File: src/rtl/pc_fetch_unit.sv
// pc_fetch_unit: program-counter register and instruction-fetch sequencer.
//
// Takes the branch-mux selected next PC, holds the architectural PC and
// fetches one instruction at a time over a req/ack + rvalid handshake.
// Every output is a flop; there is no combinational input-to-output path.
//
// Ports:
//   clk, rst_n          rising-edge clock, async active-low reset
//   next_pc             selected next PC, sampled on advance or redirect
//   redirect            taken branch/jump: kill current fetch, restart at next_pc
//   stall               hold current instruction
//   imem_req/addr       fetch request; addr stable until imem_ack
//   imem_ack            request accepted this cycle
//   imem_rvalid/rdata   one response per accepted request
//   instr/pc/pc_plus4   fetched instruction, its PC and PC+4 (mod 2^32)
//   instr_valid/ready   handshake towards decode
//   misaligned          one-cycle pulse after loading an unaligned next_pc
module pc_fetch_unit #(
  parameter logic [31:0] RESET_PC = 32'h0000_0000
) (
  input  logic        clk,
  input  logic        rst_n,
  input  logic [31:0] next_pc,
  input  logic        redirect,
  input  logic        stall,
  output logic        imem_req,
  output logic [31:0] imem_addr,
  input  logic        imem_ack,
  input  logic        imem_rvalid,
  input  logic [31:0] imem_rdata,
  output logic [31:0] instr,
  output logic        instr_valid,
  input  logic        instr_ready,
  output logic [31:0] pc,
  output logic [31:0] pc_plus4,
  output logic        misaligned
);

  typedef enum logic [1:0] {IDLE, REQ, WAIT, HOLD} state_e;

  state_e      state_q, state_d;
  logic [31:0] fetch_pc_q, fetch_pc_d;
  logic [31:0] imem_addr_q, imem_addr_d;
  logic [31:0] instr_q, instr_d;
  logic [31:0] pc_q, pc_d;
  logic [31:0] pc_plus4_q, pc_plus4_d;
  logic        kill_q, kill_d;
  logic        imem_req_q, imem_req_d;
  logic        instr_valid_q, instr_valid_d;
  logic        misaligned_q, misaligned_d;

  logic [31:0] next_pc_al;
  logic        load;  // fetch_pc takes next_pc this cycle

  assign next_pc_al = {next_pc[31:2], 2'b00};

  always_comb begin
    state_d       = state_q;
    fetch_pc_d    = fetch_pc_q;
    imem_addr_d   = imem_addr_q;
    instr_d       = instr_q;
    pc_d          = pc_q;
    pc_plus4_d    = pc_plus4_q;
    kill_d        = kill_q;
    imem_req_d    = imem_req_q;
    instr_valid_d = instr_valid_q;
    misaligned_d  = 1'b0;
    load          = 1'b0;

    case (state_q)
      IDLE: begin
        state_d    = REQ;
        imem_req_d = 1'b1;
        if (redirect) begin
          load        = 1'b1;
          imem_addr_d = next_pc_al;
        end else begin
          imem_addr_d = fetch_pc_q;
        end
      end

      REQ: begin
        // The address on the bus is left alone; only fetch_pc moves, and the
        // in-flight response is marked for discard.
        if (redirect) begin
          load   = 1'b1;
          kill_d = 1'b1;
        end
        if (imem_ack) begin
          state_d    = WAIT;
          imem_req_d = 1'b0;
        end
      end

      WAIT: begin
        if (imem_rvalid) begin
          if (redirect) begin
            // Response dropped in the same cycle, so no kill is left pending
            // even if one was already set: only one response is ever owed.
            load        = 1'b1;
            kill_d      = 1'b0;
            state_d     = REQ;
            imem_req_d  = 1'b1;
            imem_addr_d = next_pc_al;
          end else if (kill_q) begin
            kill_d      = 1'b0;
            state_d     = REQ;
            imem_req_d  = 1'b1;
            imem_addr_d = fetch_pc_q;
          end else begin
            instr_d       = imem_rdata;
            pc_d          = fetch_pc_q;
            pc_plus4_d    = fetch_pc_q + 32'd4;
            instr_valid_d = 1'b1;
            state_d       = HOLD;
          end
        end else if (redirect) begin
          load   = 1'b1;
          kill_d = 1'b1;
        end
      end

      HOLD: begin
        // Redirect drops the held instruction; advance consumes it. Both
        // restart fetching at next_pc.
        if (redirect || (instr_ready && !stall)) begin
          load          = 1'b1;
          instr_valid_d = 1'b0;
          state_d       = REQ;
          imem_req_d    = 1'b1;
          imem_addr_d   = next_pc_al;
        end
      end

      default: state_d = IDLE;
    endcase

    if (load) begin
      fetch_pc_d   = next_pc_al;
      misaligned_d = |next_pc[1:0];
    end
  end

  always_ff @(posedge clk or negedge rst_n) begin
    if (!rst_n) begin
      state_q       <= IDLE;
      fetch_pc_q    <= RESET_PC;
      imem_addr_q   <= RESET_PC;
      instr_q       <= '0;
      pc_q          <= RESET_PC;
      pc_plus4_q    <= RESET_PC + 32'd4;
      kill_q        <= 1'b0;
      imem_req_q    <= 1'b0;
      instr_valid_q <= 1'b0;
      misaligned_q  <= 1'b0;
    end else begin
      state_q       <= state_d;
      fetch_pc_q    <= fetch_pc_d;
      imem_addr_q   <= imem_addr_d;
      instr_q       <= instr_d;
      pc_q          <= pc_d;
      pc_plus4_q    <= pc_plus4_d;
      kill_q        <= kill_d;
      imem_req_q    <= imem_req_d;
      instr_valid_q <= instr_valid_d;
      misaligned_q  <= misaligned_d;
    end
  end

  assign imem_req    = imem_req_q;
  assign imem_addr   = imem_addr_q;
  assign instr       = instr_q;
  assign instr_valid = instr_valid_q;
  assign pc          = pc_q;
  assign pc_plus4    = pc_plus4_q;
  assign misaligned  = misaligned_q;

endmodule

File: config.mk
export PLATFORM = sky130hd
export DESIGN_NAME = pc_fetch_unit
export DESIGN_NICKNAME = d
export VERILOG_FILES = /design/src/rtl/pc_fetch_unit.sv
export SDC_FILE = /design/constraint.sdc
export NUM_CORES = 1
export LEC_CHECK = 0
export CORE_MARGIN = 1.5
export CORE_UTILIZATION = 38
export DETAILED_ROUTE_END_ITERATION = 7
export GPL_ROUTABILITY_DRIVEN = 1
export HOLD_SLACK_MARGIN = 0.08
export PLACE_DENSITY = 0.72
export SLEW_MARGIN = 10
export SYNTH_ARGS = -nofsm -noshare
export SYNTH_HDL_FRONTEND = slang
export SYNTH_SLANG_ARGS = --single-unit
File: constraint.sdc
create_clock -name clk -period 2.2 [get_ports clk]
set_clock_uncertainty 0.2 [all_clocks]
set_input_delay 0.44 -clock clk [delete_from_list [all_inputs] [get_ports clk]]
set_output_delay 0.44 -clock clk [all_outputs]
set_load 0.005 [all_outputs]
# Yosys cells after proc, flatten, opt, wreduce, memory -nomap -nowiden
# Cells that the tools add are included.
[word_totals]
regBits = 162
input_bits = 71
output_inout_bits = 131
elab_cells = 66
[classes]
n_addsub = 1
eq_ne = 9
muxes = 30
n_bitwise = 2
n_reduce_logical = 14
[op_table]
columns = ["cell", "n"]
rows = [
  ["$mux W32", 5],
  ["$pmux W32 S3", 1],
  ["$add A32 B3 Y32 const B", 1],
  ["$mux W1", 14],
  ["$reduce_and A4 Y1", 3],
  ["$mux W2", 5],
  ["$ne A2 B2 Y1 const B", 5],
  ["$pmux W2 S4", 1],
  ["$pmux W1 S2", 3],
  ["$reduce_and A5 Y1", 1],
  ["$eq A2 B2 Y1 const B", 2],
  ["$pmux W1 S4", 1],
  ["$reduce_bool A2 Y1", 2],
  ["$ne A3 B3 Y1 const B", 1],
  ["$reduce_and A3 Y1", 1],
  ["$reduce_bool A3 Y1", 1],
  ["$reduce_or A3 Y1", 1],
  ["$eq A2 B1 Y1 const B", 1],
  ["$logic_not A2 Y1", 1],
  ["$not A1 Y1", 2],
  ["$reduce_or A2 Y1", 1],
  ["$logic_and A1 B1 Y1", 1],
  ["$logic_not A1 Y1", 1],
  ["$logic_or A1 B1 Y1", 1],
]

# Logic depth before layout (Yosys ltp)
# Gate-level depths: netlist of run 1.
[logic_depth]
word_depth = 6
depth_mapped = 9
mapped_depth_nobuf = 6

# Least setup slack after synthesis of run 1
# No wires, ideal clock.
[synth_timing]
kind = "flip-flop to flip-flop"
startpoint = "register fetch_pc_q[2]"
endpoint = "register pc_plus4_q[26], in the netlist pc_plus4[26]"
setup_ns = 0.082
arrival_ns = 1.921
path_slack_ns = -0.003
stages_incl_launch_ff = 7
path_buffers = 1
synth_period_minus_slack_ns = 2.203
cell_sequence = "dfrtp_1 -> ha_1 -> nand3_2 -> or3_1 -> buf_2 -> or4_1 -> a31oi_1"
[synth_via]
elab_chain_len = 1
[synth_rtl]
columns = ["item", "line", "source"]
rows = [
  ["from (decl)", "42", "logic [31:0] fetch_pc_q, fetch_pc_d;"],
  ["from (signal assigned)", "158", "fetch_pc_q <= fetch_pc_d;"],
  ["$add A32 B3 Y32", "113", "pc_plus4_d = fetch_pc_q + 32'd4;"],
  ["to (signal assigned)", "151", "pc_plus4_q <= RESET_PC + 32'd4;"],
  ["to (signal assigned)", "162", "pc_plus4_q <= pc_plus4_d;"],
  ["to (decl)", "46", "logic [31:0] pc_plus4_q, pc_plus4_d;"],
]
# No other way between the ends.
# A chain may end at the register's enable or synchronous reset.

# Worst setup path after layout of run 1
[layout_timing]
startpoint = "register fetch_pc_q[3]"
endpoint = "register pc_plus4_q[24], in the netlist pc_plus4[24]"
# The elaborated chain is that of the path after synthesis.

==> results of run 1 <==
## through the flow
stage	utilization [%]	std cells	cell area, sq um	hold WS, ns
after floorplan	-	704	6979	-0.05559
after global placement	52.98	1132	9518	0.1420
after detailed placement	52.98	1132	9518	0.1437
after CTS	56.67	1165	10180	0.2604
after global routing	57.05	1167	10250	0.2926
final	57.05	1167	10250	0.2695
## cells in the mapped netlist, types with 6 or more instances
cell type / number / area (sq um)
o31ai_1: 6 / 45.04
dfrtp_1: 157 / 3929
inv_1: 8 / 30.03
or4_1: 6 / 45.04
buf_4: 11 / 82.58
nand3_1: 8 / 40.04
nand4_1: 7 / 43.79
clkbuf_1: 24 / 90.09
or3_1: 7 / 43.79
nor2_1: 52 / 195.2
a31oi_1: 16 / 100.1
mux2i_1: 30 / 300.3
nand2_1: 209 / 784.5
xnor2_1: 12 / 105.1
mux2_2: 30 / 337.8
a21oi_1: 34 / 170.2
o21ai_0: 21 / 105.1
## routing by layer
layer / up-vias / routed length [um] / track usage (%)
li1: 2781 / - / -
met1: 2687 / 8616 / 26.79
met2: 167 / 8477 / 30.48
met3: 21 / 899 / 4.122
met4: 0 / 279 / 6.260
met5: - / 0 / 0
## flip-flops by register name, indices dropped and copies added, names as in the netlist
register     cells
fetch_pc_q      30
instr           32
kill_q           1
pc              30
misaligned       1
state_q          2
imem_req         1
instr_valid      1
pc_plus4        30
imem_addr       30
## layout make-up
cell class	count	area [sq um]	share of cell area, %
Sequential cell	158	3958	38.62
Multi-Input combinational cell	486	2758	26.91
Timing Repair Buffer	255	2572	25.10
Clock buffer	26	519.2	5.067
Tap cell	229	286.5	2.796
Clock inverter	5	125.1	1.221
Inverter	8	30.03	0.2930
## what timing repair did
item	CTS	global route
endpoints found under the setup margin	1	38
resized for setup	0	9
pin swaps	0	6
hold buffers	1	0
setup buffers	1	1
gates cloned	0	1
hold endpoints to repair	131	0
## worst max-delay path by stage
stage	end	start	depth (start not counted)	slack [ns]
detailed placement	imem_addr[28]	redirect	7	-0.15
global route	pc_plus4[28]	fetch_pc_q[3]	6	-0.002
CTS	pc_plus4[28]	fetch_pc_q[3]	6	0.003
global placement	imem_addr[27]	redirect	7	-0.09
finish	pc_plus4[24]	fetch_pc_q[3]	6	0.06
floorplan	pc_plus4[26]	fetch_pc_q[3]	6	0.01
## kinds of logic (layout without fill, tap and decap cells)
group / after synthesis / count (layout) / synth area share [%]
buffers and inverters: 60 / 294 / 4.801
AO/OA/AOI/OAI: 89 / 89 / 7.425
flip-flops: 158 / 158 / 56.83
other: 1 / 6 / 0.05389
adder cells (fa/ha/maj): 4 / 4 / 0.7192
XOR/XNOR: 14 / 14 / 1.762
AND/OR/NAND/NOR: 313 / 313 / 19.24
multiplexers: 60 / 60 / 9.169
## where the power goes
part | total, mW | internal (mW) | switching, mW
registers | 4.32 | 3.78 | 0.542
clock network | 3.14 | 2.08 | 1.07
logic | 3.88 | 2.29 | 1.59
==> results.md, run 1 <==
* Port Buffers at 195
* Total negative slack at 0 ns
* Total power at 11.34 mW
* Drt total wl at 18.27 mm
* Diode count at 0
* Root buffer cell: clkbuf_16
* Worst Hold Class: in2async
* Core area at 0.01796 sq mm
* Maxcap violations at 0
* Die width at ~140 um
* Pre-CTS WS at -0.1467 ns
* Power per standard cell area at 1107 mW/mm^2
* Number of routed nets with antenna violations at 0
* FMAX at 468.3 MHz
* Tmin final at 2.136 ns
* R2R cell count at 6
* Post-route DRC violation count at 0
* Syn avg cell area at 9.956 sq um
* Post-synthesis cell type count at 50
* Global-route wire length before repair at roughly 30 mm
* Final hold vios at 0
* Antenna violations before repair at 0
* # H-tree levels at 4
* Reg-to-Reg End: pc_plus4[24]
* Starting Density at 38.74%
* Slew Limit Fails at 0
* Clock latency on the worst-skew pair at around 0.42 ns
* Fillers at approximately 1500
* CP Buf/Inv Count at 1
* LEAKAGE at 4.625 nW
* CTS max path bufs at 2
* Die ar. at 0.01913 sq mm
* Yosys reg bits at 158
* Status: finished clean
* Total number of vias at 5656
* Area Growth Syn to Fin at 47.27%
* Cell Chain, Critical Path: ha_2, nand3_2, or3_4, buf_8, or4_4, a31oi_1
* Cell family with most CP delay: simple AND/OR/NAND/NOR gates
* Seq/Total Area, Yosys at 56.83%
* Netlist area before placement at 0.006959 sq mm
* Crit Path Category: reg2reg
* Most frequent cells in the layout: nand2_1, clkdlybuf4s50_1, dfrtp_1, nor2_1, buf_4
* Post-synth ARST share at 100.0%
* Worst-path fanout max at 14
* FF-to-FF Start: fetch_pc_q[3]
* EDFF count, synth at 0
* Slowest stage cell on the critical path: or4_4
* Share of post-route cells with drive strength above 1 at between 10% and 20%
* Final setup fails at 0
* RSZ-0062 raised after global routing: yes
* HPWL Detailed at 13.18 mm
* Site Rows at 49
* Iter 0 DRT Violations at 262
* CP Capture Type: flop
* Tcrit/Tclk final at 97.07%
* Most common cell after layout, fill and taps aside: nand2_1
* Clock slew at reported path FFs at 0.06 ns
* Number of iterations in the first detailed-routing pass at 5
* Overflow after GRT at 0
* Number of synthesis warnings at 0
* IO Pins at 202
* CP Data Arrival Time at 2.27 ns
* Peak supply drop at roughly 0.56 mV
* TritonCTS clock tree: done
* CTS Buf Count at 17
* Vias per cell at 4.847
* Die H at about 140 um
* CP Launch Type: flop
* Largest net degree at the start of global routing at 53
* Crit path required time at 2.34 ns
* Fin nets at 1001
* GPL Wtd Cong at around 0.80
* Flop2flop setup slack at 0.06 ns
* Slowest cell delay on critical path at 0.46 ns
* Vias in the first global route at around 5500
* Tot GR Track Use at about a fifth
* Cells after synthesis at 699
* Setup ws final at 0.06440 ns
* Ys flop type: dfrtp_1
* Clock sinks at roughly 160
* WL per Instance at around 16 um
No activity file was read; power rests on OpenSTA's default activity.
==> run 2, diff against run 1 <==
Settings changed: ABC_AREA from default to 1, CTS_BUF_LIST from default to sky130_fd_sc_hd__clkbuf_8, PLACE_DENSITY 0.72 to 0.71, SKIP_LAST_GASP from default to 1.
==> results.md, run 2 <==
* Status: finished clean
* Crit path required time at 1.56 ns
* Diode count at 0
* Cell family with most CP delay: flip-flops
* Top-count cell post-synth: nand2_1
* Clock latency on the worst-skew pair at 0.46 ns
* R2R cell count at 8
* Post-route DRC violation count at 0
* Overflow after GRT at 0
* Ys flop type: dfrtp_1
* Netlist area before placement at 0.007257 sq mm
* Tmin final at 2.140 ns
* Vias in the first global route at about 6000
* Max reg flops at 32
* Die H at 141.2 um
* Syn avg cell area at slightly below 8 sq um
* Worst Hold Class: in2async
* PostCTS Resize Cnt at 0
* HPWL Detailed at 14.15 mm
* Root buffer cell: clkbuf_8
* Number of synthesis warnings at 0
* Largest net degree at the start of global routing at 62
* FMAX at 467.3 MHz
* Tcrit/Tclk final at a little over nine tenths
* CTS Buf Count at 17
* WL per Instance at ~14 um
* Peak supply drop at 0.7059 mV
* Cells after synthesis at 926
* Flop2flop setup slack at 0.28 ns
* CP Data Arrival Time at 1.50 ns
* Yosys reg bits at 158
* CP Buf/Inv Count at 1
* EDFF count, synth at 0
* Port Buffers at 195
* Number of routed nets with antenna violations at 0
* Drt total wl at 19.36 mm
* Reg-to-Reg End: imem_addr[6]
* CP Launch Type: flop
* Clock sinks at around 160
* Number of iterations in the first detailed-routing pass at 8
* Die width at 141.2 um
* # H-tree levels at 4
* Site Rows at 50
* Cts-stage hold buffer count at 1
* Post-synth ARST share at 100.0%
* Synth cell count leaders: nand2_1, dfrtp_1, nor2_1, o21ai_0, inv_1
* Seq/Total Area, Yosys at 54.50%
* Most common cell after layout, fill and taps aside: nand2_1
* Final hold vios at 0
* Starting Density at 38.80%
* Core area at 0.01871 sq mm
* Final hold slack at 0.2483 ns
* Post-CTS Setup Bufs at 0
* Area Growth Syn to Fin at 37.69%
* Tot GR Track Use at 20.10%
* Iter 0 DRT Violations at about 390
* Synth top area cells: dfrtp_1, nand2_1, o21ai_0, nor2_1, inv_1
* CTS max path bufs at 2
* Total negative slack at 0 ns
* Slew Limit Fails at 0
* Cell Chain, Critical Path: clkdlybuf4s50_1
* Slew headroom at between 60% and 70%
* CP Capture Type: primary output
* Clock slew at reported path FFs at 0.10 ns
* Global-route wire length before repair at 31.42 mm
* Slowest stage cell on the critical path: dfstp_2
* GPL Wtd Cong at 0.9083
* Power per standard cell area at 1100 mW/mm^2
* Slowest cell delay on critical path at 0.54 ns
* Die ar. at 0.01993 sq mm
* Fin nets at 1196
* Most frequent cells in the layout: nand2_1, clkdlybuf4s50_1, dfrtp_1, nor2_1, o21ai_0
* Crit Path Category: reg2out
* FF-to-FF Start: state_q[0]
* Worst-path fanout max at 2
* Yosys top cell area share at a little over half
* Vias per cell at approximately 4.7
* Final setup fails at 0
* Antenna violations before repair at 0
* LEAKAGE at 4.855 nW
* RSZ-0062 raised after global routing: no
* IO Pins at 202
* Total number of vias at 6405
* Post-synthesis cell type count at 28
* Maxcap violations at 0
* Share of post-route cells with drive strength above 1 at between 6 and 7%
* Leading area contributor after synthesis: dfrtp_1
* TritonCTS clock tree: done
* Actual slew at the worst max-slew pin at 0.5031 ns
-- run 2: cell families after synthesis --
family | count (synthesis) | synth area share (%)
simple gates | 543 | 30.12
flops | 158 | 54.50
buf+inv | 119 | 7.155
compound gates | 96 | 6.879
xor+xnor | 5 | 0.6034
fa+ha+maj | 4 | 0.6897
other cells | 1 | 0.05167
-- run 2: cell type report --
cell class,count,area (sq um)
fillers,1689,8713
flip-flops and latches,158,3955
multi-input cells,654,2823
repair buffers,215,2256
well taps,234,292.8
inverters,75,281.5
clock buffers,17,234.0
clock inverters,15,150.1
-- run 2: where the power goes --
part	total, mW	internal [mW]	switching (mW)
Combinational	4.17	2.40	1.77
Clock	2.12	0.928	1.20
Sequential	4.70	3.96	0.736
-- run 2: worst register-to-register path: stages, from the launching register on --
cell and delay (ns):
dfrtp_1 0.42, ha_1 0.32, nand3_1 0.12, nand2_1 0.07, inv_1 0.09, nand2_2 0.07
inv_2 0.38, nand2_1 0.12, nand2_1 0.08
-- run 2: per-stage QoR --
stage,setup slack [ns],instance area [sq um],power (mW),std cells,utilization [%]
after floorplan,0.5504,7276,6.261,931,-
after detailed placement,-0.04802,9598,8.960,1335,51.31
after global placement,0.007992,9598,8.875,1335,51.31
after CTS,0.02773,9992,11.12,1368,53.42
after global routing,0.008889,9992,11.78,1368,53.42
final,0.06021,9992,11.00,1368,53.42
-- run 2: worst max-delay path by stage --
stage | cells past startpoint | end | start
after global placement | 9 | imem_addr[19] | redirect
final | 1 | pc_plus4[2] | pc_plus4[2]
after floorplan | 9 | pc_plus4[18] | state_q[0]
after detailed placement | 9 | imem_addr[8] | redirect
after global routing | 1 | pc_plus4[2] | pc_plus4[2]
after CTS | 1 | pc_plus4[2] | pc_plus4[2]
-- run 2: routing by layer --
layer / global-route usage [%] / up-vias / share of wire (%)
met1: 28.56 / 2921 / 48
met5: 0 / - / 0
li1: - / 3242 / -
met4: 5.866 / 0 / 1.6
met3: 5.027 / 21 / 6.5
met2: 30.39 / 221 / 44
